$ cat src/rtl/avalon_master_pkg.sv
// +------------------------------------------------------------------+
// | avalon_master_pkg: shared types and default sizes for the         |
// | Avalon-MM master adapter.                          Rev 1.0        |
// +------------------------------------------------------------------+
`default_nettype none

package avalon_master_pkg;

    typedef enum logic [0:0] {
        IDLE  = 1'b0,
        ISSUE = 1'b1
    } state_t;

    localparam int c_DEF_ADDRESSWIDTH    = 16;
    localparam int c_DEF_BUSWIDTH        = 32;
    localparam int c_DEF_MAX_OUTSTANDING = 4;
    localparam int c_DEF_TIMEOUT         = 256;

endpackage

`default_nettype wire

$ cat src/rtl/sync_fifo.sv
// +------------------------------------------------------------------+
// | sync_fifo: single-clock FIFO, registered storage, no fall-through.|
// |                                                    Rev 1.0        |
// +------------------------------------------------------------------+
`default_nettype none

module sync_fifo #(
    parameter int WIDTH = 32,
    parameter int DEPTH = 4
) (
    input  logic             clk,
    input  logic             reset,
    input  logic             i_wr_en,
    input  logic [WIDTH-1:0] i_wr_data,
    input  logic             i_rd_en,
    output logic             o_valid,
    output logic [WIDTH-1:0] o_rd_data
);

    localparam int c_PTRW = (DEPTH > 1) ? $clog2(DEPTH) : 1;
    localparam int c_CNTW = $clog2(DEPTH + 1);
    localparam logic [c_CNTW-1:0] c_DEPTH = c_CNTW'(DEPTH);

    logic [WIDTH-1:0]  r_mem [DEPTH];
    logic [c_PTRW-1:0] r_wr_ptr;
    logic [c_PTRW-1:0] r_rd_ptr;
    logic [c_CNTW-1:0] r_count;
    logic              w_pop;
    logic              w_push;

    assign w_pop  = i_rd_en && (r_count != '0);
    // A write into a full FIFO is only taken when the head leaves in the same cycle.
    assign w_push = i_wr_en && ((r_count != c_DEPTH) || w_pop);

    always_ff @(posedge clk or posedge reset) begin
        if (reset) begin
            for (int i = 0; i < DEPTH; i++) begin
                r_mem[i] <= '0;
            end
            r_wr_ptr <= '0;
            r_rd_ptr <= '0;
            r_count  <= '0;
        end else begin
            if (w_push) begin
                r_mem[r_wr_ptr] <= i_wr_data;
                r_wr_ptr        <= r_wr_ptr + 1'b1;
            end
            if (w_pop) begin
                r_rd_ptr <= r_rd_ptr + 1'b1;
            end
            case ({w_push, w_pop})
                2'b10:   r_count <= r_count + 1'b1;
                2'b01:   r_count <= r_count - 1'b1;
                default: r_count <= r_count;
            endcase
        end
    end

    assign o_valid   = (r_count != '0);
    assign o_rd_data = r_mem[r_rd_ptr];

endmodule

`default_nettype wire

$ cat src/rtl/avalon_master_adapter.sv
// +------------------------------------------------------------------+
// | avalon_master_adapter: valid/ready command stream to Avalon-MM     |
// | master with credit-limited pipelined reads.                        |
// | Optional: AVM_MASTER_TIMEOUT_EN adds a waitrequest timeout abort.  |
// |                                                    Rev 1.0        |
// +------------------------------------------------------------------+
`default_nettype none

module avalon_master_adapter
    import avalon_master_pkg::*;
#(
    parameter int ADDRESSWIDTH    = c_DEF_ADDRESSWIDTH,
    parameter int BUSWIDTH        = c_DEF_BUSWIDTH,
    parameter int MAX_OUTSTANDING = c_DEF_MAX_OUTSTANDING,
`ifdef AVM_MASTER_TIMEOUT_EN
    parameter int TIMEOUT         = c_DEF_TIMEOUT,
`endif
    parameter int CNTWIDTH        = $clog2(MAX_OUTSTANDING + 1)
) (
    input  logic                    clk,
    input  logic                    reset,
    input  logic                    cmd_valid,
    output logic                    cmd_ready,
    input  logic                    cmd_write,
    input  logic [ADDRESSWIDTH-1:0] cmd_address,
    input  logic [BUSWIDTH-1:0]     cmd_data,
    output logic                    rsp_valid,
    input  logic                    rsp_ready,
    output logic [BUSWIDTH-1:0]     rsp_data,
    output logic                    avm_read,
    output logic                    avm_write,
    output logic [ADDRESSWIDTH-1:0] avm_address,
    output logic [BUSWIDTH-1:0]     avm_writedata,
    input  logic                    avm_waitrequest,
    input  logic                    avm_readdatavalid,
    input  logic [BUSWIDTH-1:0]     avm_readdata,
    output logic                    busy
`ifdef AVM_MASTER_TIMEOUT_EN
    ,
    output logic                    timeout_err
`endif
);

    localparam logic [CNTWIDTH-1:0] c_MAX_CREDITS = CNTWIDTH'(MAX_OUTSTANDING);

    state_t              r_state;
    state_t              w_state_next;
    logic [CNTWIDTH-1:0] r_credits;

    logic w_complete;
    logic w_accept;
    logic w_rd_accept;
    logic w_pop;
    logic w_abort;
    logic w_abort_rd;
    logic w_fifo_wr;

    assign w_complete  = (r_state == ISSUE) && !avm_waitrequest;
    assign w_accept    = cmd_valid && cmd_ready;
    assign w_rd_accept = w_accept && !cmd_write;
    assign w_pop       = rsp_valid && rsp_ready;
    assign w_abort_rd  = w_abort && avm_read;

    // State register
    always_ff @(posedge clk or posedge reset) begin
        if (reset) begin
            r_state <= IDLE;
        end else begin
            r_state <= w_state_next;
        end
    end

    // Next-state logic
    always_comb begin
        w_state_next = r_state;
        case (r_state)
            IDLE: begin
                if (w_accept) begin
                    w_state_next = ISSUE;
                end
            end
            ISSUE: begin
                if (w_complete) begin
                    w_state_next = w_accept ? ISSUE : IDLE;
                end else if (w_abort) begin
                    w_state_next = IDLE;
                end
            end
            default: w_state_next = IDLE;
        endcase
    end

    // Output logic: the bus slot frees in the same cycle the slave drops waitrequest.
    always_comb begin
        cmd_ready = ((r_state == IDLE) || !avm_waitrequest)
                  && (cmd_write || (r_credits < c_MAX_CREDITS));
        busy      = (r_state == ISSUE) || (r_credits != '0);
    end

    always_ff @(posedge clk or posedge reset) begin
        if (reset) begin
            avm_read      <= 1'b0;
            avm_write     <= 1'b0;
            avm_address   <= '0;
            avm_writedata <= '0;
        end else if (w_accept) begin
            avm_read      <= !cmd_write;
            avm_write     <= cmd_write;
            avm_address   <= cmd_address;
            avm_writedata <= cmd_data;
        end else if (w_complete || w_abort) begin
            avm_read  <= 1'b0;
            avm_write <= 1'b0;
        end
    end

    // A read credit lives from command accept until its response is popped.
    always_ff @(posedge clk or posedge reset) begin
        if (reset) begin
            r_credits <= '0;
        end else begin
            r_credits <= r_credits + CNTWIDTH'(w_rd_accept)
                       - CNTWIDTH'(w_pop) - CNTWIDTH'(w_abort_rd);
        end
    end

`ifdef AVM_MASTER_TIMEOUT_EN
    localparam logic [15:0] c_TIMEOUT_LAST = 16'(TIMEOUT - 1);

    logic [15:0] r_stall_cnt;

    assign w_abort = (r_state == ISSUE) && avm_waitrequest
                   && (r_stall_cnt == c_TIMEOUT_LAST);

    always_ff @(posedge clk or posedge reset) begin
        if (reset) begin
            r_stall_cnt <= '0;
            timeout_err <= 1'b0;
        end else begin
            if ((r_state == ISSUE) && avm_waitrequest && !w_abort) begin
                r_stall_cnt <= r_stall_cnt + 16'd1;
            end else begin
                r_stall_cnt <= '0;
            end
            if (w_abort) begin
                timeout_err <= 1'b1;
            end
        end
    end
`else
    assign w_abort = 1'b0;
`endif

    // Stray return data with no credit held (e.g. after a reset) is dropped.
    assign w_fifo_wr = avm_readdatavalid && (r_credits != '0);

    sync_fifo #(
        .WIDTH (BUSWIDTH),
        .DEPTH (MAX_OUTSTANDING)
    ) u_rsp_fifo (
        .clk       (clk),
        .reset     (reset),
        .i_wr_en   (w_fifo_wr),
        .i_wr_data (avm_readdata),
        .i_rd_en   (w_pop),
        .o_valid   (rsp_valid),
        .o_rd_data (rsp_data)
    );

endmodule

`default_nettype wire

$ cat config.mk
export PLATFORM = sky130hd
export DESIGN_NAME = avalon_master_adapter
export DESIGN_NICKNAME = d
export VERILOG_FILES = /design/src/rtl/avalon_master_pkg.sv /design/src/rtl/sync_fifo.sv /design/src/rtl/avalon_master_adapter.sv
export SDC_FILE = /design/constraint.sdc
export NUM_CORES = 1
export LEC_CHECK = 0
export CAP_MARGIN = 20
export CORE_MARGIN = 1
export CORE_UTILIZATION = 50
export CTS_CLUSTER_DIAMETER = 30
export CTS_CLUSTER_SIZE = 30
export DETAILED_ROUTE_END_ITERATION = 10
export DONT_BUFFER_PORTS = 1
export GPL_TIMING_DRIVEN = 0
export SLEW_MARGIN = 5
export SYNTH_ARGS = -nofsm -noshare
export SYNTH_HDL_FRONTEND = slang
export SYNTH_SLANG_ARGS = --single-unit
$ cat constraint.sdc
create_clock -name clk -period 6.75 [get_ports clk]
set_input_delay 0.675 -clock clk [delete_from_list [all_inputs] [get_ports clk]]
set_output_delay 0.675 -clock clk [all_outputs]
set_load 0.02 [all_outputs]
# --- Word-level counts from Yosys, hierarchy flattened ---
# Cells that the tools add are included.
word_totals:
  register_bits: 189
  elab_cells: 61
op_classes:
  n_addsub: 6
  order_cmp: 4
  eq_ne: 3
  n_mux: 13
  bitwise_logic: 3
  reduce_logical: 19
ops:
  columns: ["operator", "count"]
  rows:
  - ["bitwise mux 128 bit", 1]
  - ["two-way mux 32 bit", 3]
  - ["binary-select mux 32 bit (select 2 bit)", 1]
  - ["demux 32 bit (select 2 bit)", 1]
  - ["logical AND 1 bit", 9]
  - ["greater-or-equal comparator 3 bit (second input constant)", 2]
  - ["inverter 2 -> 3 bit", 2]
  - ["one-hot mux 3 bit (2 select lines)", 1]
  - ["nonzero test 3 bit", 2]
  - ["two-way mux 1 bit", 5]
  - ["adder 2 x 1 -> 2 bit (second input constant)", 2]
  - ["logical OR 1 bit", 4]
  - ["nonzero test 2 bit", 2]
  - ["adder 3 x 1 -> 3 bit", 1]
  - ["adder 3 x 1 -> 3 bit (second input constant)", 1]
  - ["< comparator 3 x 1 -> 1 bit (second input constant)", 1]
  - ["< comparator 3 bit (second input constant)", 1]
  - ["inequality test 3 bit (second input constant)", 1]
  - ["subtractor 3 x 1 -> 3 bit", 1]
  - ["subtractor 3 x 1 -> 3 bit (second input constant)", 1]
  - ["equality test 2 x 1 -> 1 bit (second input constant)", 1]
  - ["equality test 2 bit (second input constant)", 1]
  - ["zero test 1 bit", 2]
  - ["one-hot mux 1 bit (2 select lines)", 1]
  - ["inverter 1 bit", 1]

# --- Logic depth before layout (Yosys ltp) ---
# Gate-level depths: netlist of the first run.
depth:
  depth_word: 7
  depth_mapped: 11
  depth_no_buf: 10

# --- Hierarchy ---
# Synthesis of the first run repeated with hierarchy kept, for this count alone.
hier_totals:
  cells_unflattened: 479
  area_unflattened_um2: 8271.7
by_module_without_submodules:
  columns: ["module", "n_inst", "cells_each", "area_per_inst_um2", "seq_area_each_um2"]
  rows:
  - ["sync_fifo", 1, 349, 5972.0, 3378.2]
  - ["avalon_master_adapter", 1, 130, 2299.7, 1351.3]

# --- Worst setup path before layout of the first run ---
# No wires, ideal clock.
synth_timing:
  path_kind: "input to register"
  start: "in cmd_write"
  end: "reg r_credits[2]"
  setup_time_ns: 0.124
  arrival_ns: 2.614
  t_required_ns: 6.626
  path_slack_ns: 4.012
  stages: 11
  n_path_buf: 1
  cell_sequence: "nand2b_1 nand3_1 clkbuf_1 or2_2 ha_1 inv_1 ha_1 inv_1 fa_1 xnor2_1 xnor2_1"
synth_between:
  elab_chain_cells: 6
  elab_cells_between_ends: 7
synth_rtl:
  columns: ["item", "line", "source"]
  rows:
  - ["from (decl)", "avalon_master_adapter.sv:24", "input logic cmd_write,"]
  - ["logical OR 1 bit", "avalon_master_adapter.sv:96", "&& (cmd_write || (r_credits < c_MAX_CREDITS));"]
  - ["logical AND 1 bit", "avalon_master_adapter.sv:96", null]
  - ["logical AND 1 bit", "avalon_master_adapter.sv:59", "assign w_accept = cmd_valid && cmd_ready;"]
  - ["logical AND 1 bit (*)", "avalon_master_adapter.sv:60", "assign w_rd_accept = w_accept && !cmd_write;"]
  - ["adder 3 x 1 -> 3 bit (*)", "avalon_master_adapter.sv:122", "r_credits <= r_credits + CNTWIDTH'(w_rd_accept)"]
  - ["subtractor 3 x 1 -> 3 bit (*)", "avalon_master_adapter.sv:123", "- CNTWIDTH'(w_pop) - CNTWIDTH'(w_abort_rd);"]
  - ["to (signal assigned)", "avalon_master_adapter.sv:122", null]
  - ["to (decl)", "avalon_master_adapter.sv:48", "logic [CNTWIDTH-1:0] r_credits;"]
# Mark *: on every way between the ends. The rest lies on a longest branch, timed or not.
# A chain may end at the register's enable or synchronous reset.

# --- Final worst setup path of the first run ---
layout_timing:
  start: "reg u_rsp_fifo.r_rd_ptr[0]"
  end: "out rsp_data[15]"
layout_between:
  elab_chain_cells: 4
layout_rtl:
  columns: ["item", "line", "source"]
  rows:
  - ["from (decl)", "sync_fifo.sv:26", "logic [c_PTRW-1:0] r_rd_ptr;"]
  - ["from (signal assigned)", "sync_fifo.sv:49", "r_rd_ptr <= r_rd_ptr + 1'b1;"]
  - ["inverter 2 -> 3 bit (not written as such)", "sync_fifo.sv:60", "assign o_rd_data = r_mem[r_rd_ptr];"]
  - ["binary-select mux 32 bit (select 2 bit)", "sync_fifo.sv:60", null]
  - ["two-way mux 32 bit (not written as such) (2 in series)", "sync_fifo.sv:60", null]
  - ["to (decl)", "avalon_master_adapter.sv:29", "output logic [BUSWIDTH-1:0] rsp_data,"]
# Every way passes these cells. The select of a mux whose other input is x is not followed.

==> out/qor.txt, run 1 <==
critical path's top delay family = buffers and inverters
fraction of the mapped netlist area in compound gates = 0.327%
Syn Nets = 574
postcts setup bufs = 0
initial antenna violation count = 0
CP bufs+invs = 3
die width = 129 µm
Clock Tree Root = clkbuf_16
clock sink count = 189
Worst-path clk slew = 0.07 ns
drt first pass iters = 4
routability cong. = 0.700
synthesized instance count = 478
CTS buffer count = 17
Synth top area share = 58.8%
DRC viols = 0
Synth top cells by count = 189 x dfrtp_1, 177 x mux2_2, 32 x mux4_2
Crit path top cell by count = buf_2
vias in the first global route = 4462
Async SR Flop Fraction = 100%
pwr dens = 545 nW/µm²
FF-to-FF Start = r_state
flop-to-flop setup slack = 4.04 ns
crit path time final = 3.05 ns
port buffer count = 0
Final HPWL DP = 10.0 mm
Hold/Removal Path Class = input port to async pin
max frequency = 328 MHz
TritonCTS clock tree = built
number of synthesized flops with an enable pin = 0
post-synthesis sequential area ratio = 58.8%
final core occ = 56.7%
Ys Warns = 0
drt total wl = 14.9 mm
Iteration-0 DRC Markers = 149
Critical Path End Type = output pin
pin slew with the least headroom to its limit = 0.904 ns
Synth area leader = dfrtp_1
Worst Path Class, Setup = flip-flop to output pin
status = complete, no violations
largest family of logic cells by synthesized area = multiplexers
post-synthesis xor/xnor area fraction = 0.871%
core area = 15800 µm²
largest net degree at the start of global routing = 99
share of cells above drive strength 1 = 51.7%
initial core utilization = 51.0%
Distinct cells, synth = 26
num ports = 172
CP cell instances = buf_2 -> buf_1 -> buf_2 -> mux4_2
mux share of post-synthesis cell area = 34.0%
mapped cell area = 8040 µm²
fillers = 1327
H-tree lvl count = 4
Slowest cell on crit path = buf_1
most common cell in the netlist = dfrtp_1
Rel. slew slack = 39.3%
# nets final = 594
final hold violations = 0
area grow syn2layout = 11.2%
adder-cell share of the synthesized area = 1.59%
r2r worst-path depth = 11
CP Depth = 4
Worst EP required = 6.07 ns
clock skew = 0.00877 ns
CP max FO = 10
post_cts resized = 0
Largest stage delay, worst path = 0.53 ns
DRT antenna net count = 0
Place WS = 3.70 ns
Clock Latency Late Sink = 0.42 ns
Multi-input gate area = 3090 µm²
first-pass GRT wire length = 23.9 mm
standard-cell rows = 46
Finished Layout Cells = 727
gr usage total = 19.4%
CTS Hold Bufs = 0
Final Setup Violations = 0
Die Height = 129 µm
final worst setup slack = 3.70 ns
P_leak = 3.73 nW
via count = 3997
Synth Flop Type = dfrtp_1
DIE AREA = 16600 µm²
simple-gate share of the synthesized area = 1.63%
RSZ-0062 raised after global routing = false
placed cell count = 695
Max Slew Vio Count = 0
reg-to-reg endpoint = r_credits[2]
maximum vdd drop = 0.264 mV
Routed wire per std cell = 20.5 µm
CTS max path bufs = 2
Min Hold Slack = 0.189 ns
WP data arrival = 2.38 ns
Via density = 5.50
crit start category = flip-flop
top cells by area in the synthesized netlist = dfrtp_1 59%, mux2_2 25%, mux4_2 9.0%, buf_6 1.7%, ha_1 1.1%
maxcap violations = 0
Synth Area per Inst = 16.8 µm²
post-synthesis register bit count = 189
setup tns final = 0 ns
post-route clock period utilization = 45.2%
gr ovfl total = 0
FF+latch area = 4730 µm²
antenna fix cells = 0
area by class of cell:
type                            instances  share of cell area, %
Sequential cell                       189                   52.9
Multi-Input combinational cell        255                   34.5
Clock buffer                           19                   4.95
Tap cell                              216                   3.02
Buffer                                 25                   2.14
Clock inverter                         13                   1.68
Inverter                                9                  0.462
Timing Repair Buffer                    1                  0.308
routing by layer:
metal,global-route usage (%),part of all wire (%),wire (µm)
met2,30.3,49,7250
met5,0,0,0
met1,24.6,42,6340
met3,7.73,8.0,1190
met4,6.51,0.98,146
registers in the layout (all words and copies together), names as in the netlist:
name                 flops
avm_address             16
avm_read                 1
avm_write                1
avm_writedata           32
r_credits                3
r_state                  1
u_rsp_fifo.r_count       3
u_rsp_fifo.r_mem       128
u_rsp_fifo.r_rd_ptr      2
u_rsp_fifo.r_wr_ptr      2
cell usage in the layout (no fill, tap or decap), types with 6 or more instances in the layout:
master	instances
dfrtp_1	189
mux2_2	177
mux4_2	32
clkbuf_16	17
buf_6	12
nand2_1	8
inv_1	8
clkbuf_1	7
ha_1	7
inv_6	7
buf_2	6
how the worst max path moves through the flow:
stage	slack [ns]	startpoint	end
5_1_grt	3.53	u_rsp_fifo.r_rd_ptr[0]	rsp_data[15]
2_1_floorplan	0.93	reset	avm_address[0]
6_report	3.70	u_rsp_fifo.r_rd_ptr[0]	rsp_data[15]
4_1_cts	3.63	u_rsp_fifo.r_rd_ptr[0]	rsp_data[15]
3_5_place_dp	3.70	cmd_write	r_credits[2]
3_3_place_gp	-0.67	reset	u_rsp_fifo.r_mem[40]
per-stage QoR:
stage	area [µm²]	power (mW)
6_report	8940	4.88
5_1_grt	8940	5.17
4_1_cts	8940	4.95
3_5_place_dp	8350	3.93
3_3_place_gp	8310	3.85
2_1_floorplan	8040	3.57
where the power goes:
part | switching [mW] | internal, mW | total [mW]
clock network | 0.444 | 0.565 | 1.01
registers | 0.432 | 1.68 | 2.11
logic | 0.837 | 0.923 | 1.76
logic make-up (layout without fill, tap and decap cells):
group                      Yosys count  after routing
AOI/OAI and AO/OA                    3              3
buffers and inverters               34             67
adders and majority gates            9              9
and+or+nand+nor                     24             24
muxes                              211            211
xor gates and xnor gates             8              8
DFF                                189            189
(Power assumes the default switching activity.)
==> run 2: changes to the inputs <==
--- a/config.mk
+++ b/config.mk
@@ -13,6 +13,7 @@
 export DETAILED_ROUTE_END_ITERATION = 10
 export DONT_BUFFER_PORTS = 1
 export GPL_TIMING_DRIVEN = 0
+export PLACE_DENSITY = 0.68
 export SLEW_MARGIN = 5
 export SYNTH_ARGS = -nofsm -noshare
 export SYNTH_HDL_FRONTEND = slang
==> constraint.sdc (replaced) <==
create_clock -name clk -period 2.5 [get_ports clk]
set_input_delay 0.25 -clock clk [delete_from_list [all_inputs] [get_ports clk]]
set_output_delay 0.25 -clock clk [all_outputs]
set_load 0.02 [all_outputs]
==> run 2 against run 1 <==
Compared with the run above: core utilization up 6.2 points; combinational power rose to 2.8 times the previous value; routed wire length is 7.1% higher; first-iteration DRC count increased by 67%; die area unchanged; sequential power rose to 2.7 times the previous value; clock power rose to 2.7 times the previous value; final area grew 11%; worst hold slack got worse by 0.12 ns; critical path depth unchanged; critical path type unchanged; largest cell class unchanged.
==> out/qor.txt, run 2 (synthesis gave the netlist of run 1 again) <==
pin slew with the least headroom to its limit = 0.935 ns (was 0.904 ns)
CP cell instances = buf_2 -> buf_2 -> buf_2 -> mux4_2 (was buf_2 -> buf_1 -> buf_2 -> mux4_2)
Critical Path End Type = output pin (unchanged)
RSZ-0062 raised after global routing = false (unchanged)
crit start category = flip-flop (unchanged)
final hold violations = 0 (unchanged)
vias in the first global route = 4836 (was 4462)
initial core utilization = 51.0% (unchanged)
Final HPWL DP = 10.9 mm (was 10.0 mm)
die width = 129 µm (unchanged)
Final Setup Violations = 0 (unchanged)
port buffer count = 0 (unchanged)
maximum vdd drop = 0.626 mV (was 0.264 mV)
Via density = 5.41 (was 5.50)
antenna fix cells = 0 (unchanged)
WP data arrival = 2.11 ns (was 2.38 ns)
Finished Layout Cells = 816 (was 727)
H-tree lvl count = 4 (unchanged)
drt total wl = 16.0 mm (was 14.9 mm)
Iteration-0 DRC Markers = 249 (was 149)
max reg flops = 128 (unchanged)
Clock Tree Root = clkbuf_16 (unchanged)
placed cell count = 699 (was 695)
leading cell type in the layout, fill and taps excluded = dfrtp_1 (unchanged)
clock skew = 0.00840 ns (was 0.00877 ns)
max frequency = 423 MHz
DRC viols = 0 (unchanged)
Clock Latency Late Sink = 0.42 ns (about the same)
Worst Path Class, Setup = flip-flop to output pin (unchanged)
largest net degree at the start of global routing = 44 (was 99)
num ports = 172 (unchanged)
post-route clock period utilization = 94.5%
Final Cell Area = 9910 µm² (was 8940 µm²)
# nets final = 683 (was 594)
CP max FO = 10 (unchanged)
Min Hold Slack = 0.0731 ns (was 0.189 ns)
pwr dens = 1360 nW/µm² (was 545 nW/µm²)
fillers = 1156 (was 1327)
Largest stage delay, worst path = 0.46 ns (was 0.53 ns)
register name with the most flops = u_rsp_fifo.r_mem (unchanged)
status = complete, no violations (unchanged)
total power draw = 13.5 mW (was 4.88 mW)
Max Slew Vio Count = 0 (unchanged)
CTS buffer count = 17 (unchanged)
clock sink count = 189 (unchanged)
maxcap violations = 0 (unchanged)
core area = 15800 µm² (unchanged)
standard-cell rows = 46 (unchanged)
share of cells above drive strength 1 = 46.2% (was 51.7%)
Hold/Removal Path Class = input port to flip-flop (was input port to async pin)
Rel. slew slack = 37.2% (was 39.3%)
first-pass GRT wire length = 25.8 mm (was 23.9 mm)
placed cell areas = 8420 µm² (was 8350 µm²)
gr usage total = 20.9% (was 19.4%)
Slowest cell on crit path = mux4_2 (was buf_1)
Routed wire per std cell = 19.6 µm (was 20.5 µm)
routability cong. = 0.723 (was 0.700)
Largest regs = u_rsp_fifo.r_mem (128), avm_writedata (32), avm_address (16) (unchanged)
DIE AREA = 16600 µm² (unchanged)
CTS max path bufs = 2 (unchanged)
Crit path top cell by count = buf_2 (unchanged)
Die Height = 129 µm (unchanged)
drt first pass iters = 4 (unchanged)
initial antenna violation count = 0 (unchanged)
area grow syn2layout = 23.2% (was 11.2%)
TritonCTS clock tree = built (unchanged)
commonest cells after routing, fill and taps aside = 189 x dfrtp_1, 177 x mux2_2, 83 x dlygate4sd3_1 (was 189 x dfrtp_1, 177 x mux2_2, 32 x mux4_2)
Worst-path clk slew = 0.07 ns (about the same)
gr ovfl total = 0 (unchanged)
DRT antenna net count = 0 (unchanged)
via count = 4414 (was 3997)
P_leak = 4.15 nW (was 3.73 nW)
crit path time final = 2.36 ns
Worst EP required = 2.25 ns (was 6.07 ns)
setup tns final = 0 ns (unchanged)
## run 2: cell count changes in the layout (fill, tap and decap cells not counted), sizes merged
cell	delta
dlygate4sd3	+83
inv	-6
clkbuf	-2
clkinv	+5
buf	+8
bufinv	+1
## run 2: repair_timing
action	4_1_cts	5_1_grt
hold buffers	82	1
pin swaps	0	3
setup buffers	0	3
gates resized for setup	7	4
endpoints found under the hold margin	199	1
endpoints found under the setup margin	22	2
## run 2: critical path, delay by kind of cell (launching register included)
family | cells | cell delay, ns
buf+inv | 3 | 0.90
flops | 1 | 0.32
mux | 1 | 0.46
## run 2: path summary, 6_finish.rpt
| kind | start | to | slack (ns) | cells after the start |
|---|---|---|---|---|
| min in group asynchronous | reset | avm_writedata[7] | 0.33 | 2 |
| setup reg to reg | r_credits[2] | r_credits[2] | 0.16 | 11 |
| hold reg to reg | u_rsp_fifo.r_mem[31] | u_rsp_fifo.r_mem[31] | 0.50 | 1 |
| setup / recovery | u_rsp_fifo.r_rd_ptr[0] | rsp_data[16] | 0.14 | 4 |
| max in group asynchronous | reset | u_rsp_fifo.r_mem[96] | 1.21 | 5 |
| hold / removal | cmd_write | avm_write | 0.07 | 2 |
## run 2: final cells by class
class                           instances  area, µm²  share of cell area, %
Multi-Input combinational cell        255       3110                   31.4
Timing Repair Buffer                   91        953                   9.62
Sequential cell                       189       4730                   47.7
Inverter                                9       37.5                  0.379
Clock buffer                           19        443                   4.47
Tap cell                              216        270                   2.73
Clock inverter                         13        165                   1.67
Buffer                                 24        203                   2.04
## run 2: report_power, final
part / internal [mW] / total [mW] / switching [mW]
sequential: 4.53 / 5.75 / 1.22
combinational: 2.63 / 4.97 / 2.33
clock: 1.61 / 2.76 / 1.15
total: 8.77 / 13.5 / 4.70
## run 2: per-stage QoR
step / utilization [%] / setup WS [ns]
finish: 62.9 / 0.137
global route: 62.9 / 0.00556
CTS: 62.6 / -0.0190
detailed placement: 53.4 / -0.288
global placement: 52.7 / -0.952
floorplan: - / -0.184
## run 2: metal layers
metal / up-vias / wire length [µm] / track usage (%)
met5: - / 0 / 0
met4: 0 / 216 / 6.85
met3: 19 / 1150 / 7.19
met2: 140 / 7940 / 33.6
met1: 2294 / 6680 / 26.5
li1: 1961 / - / -
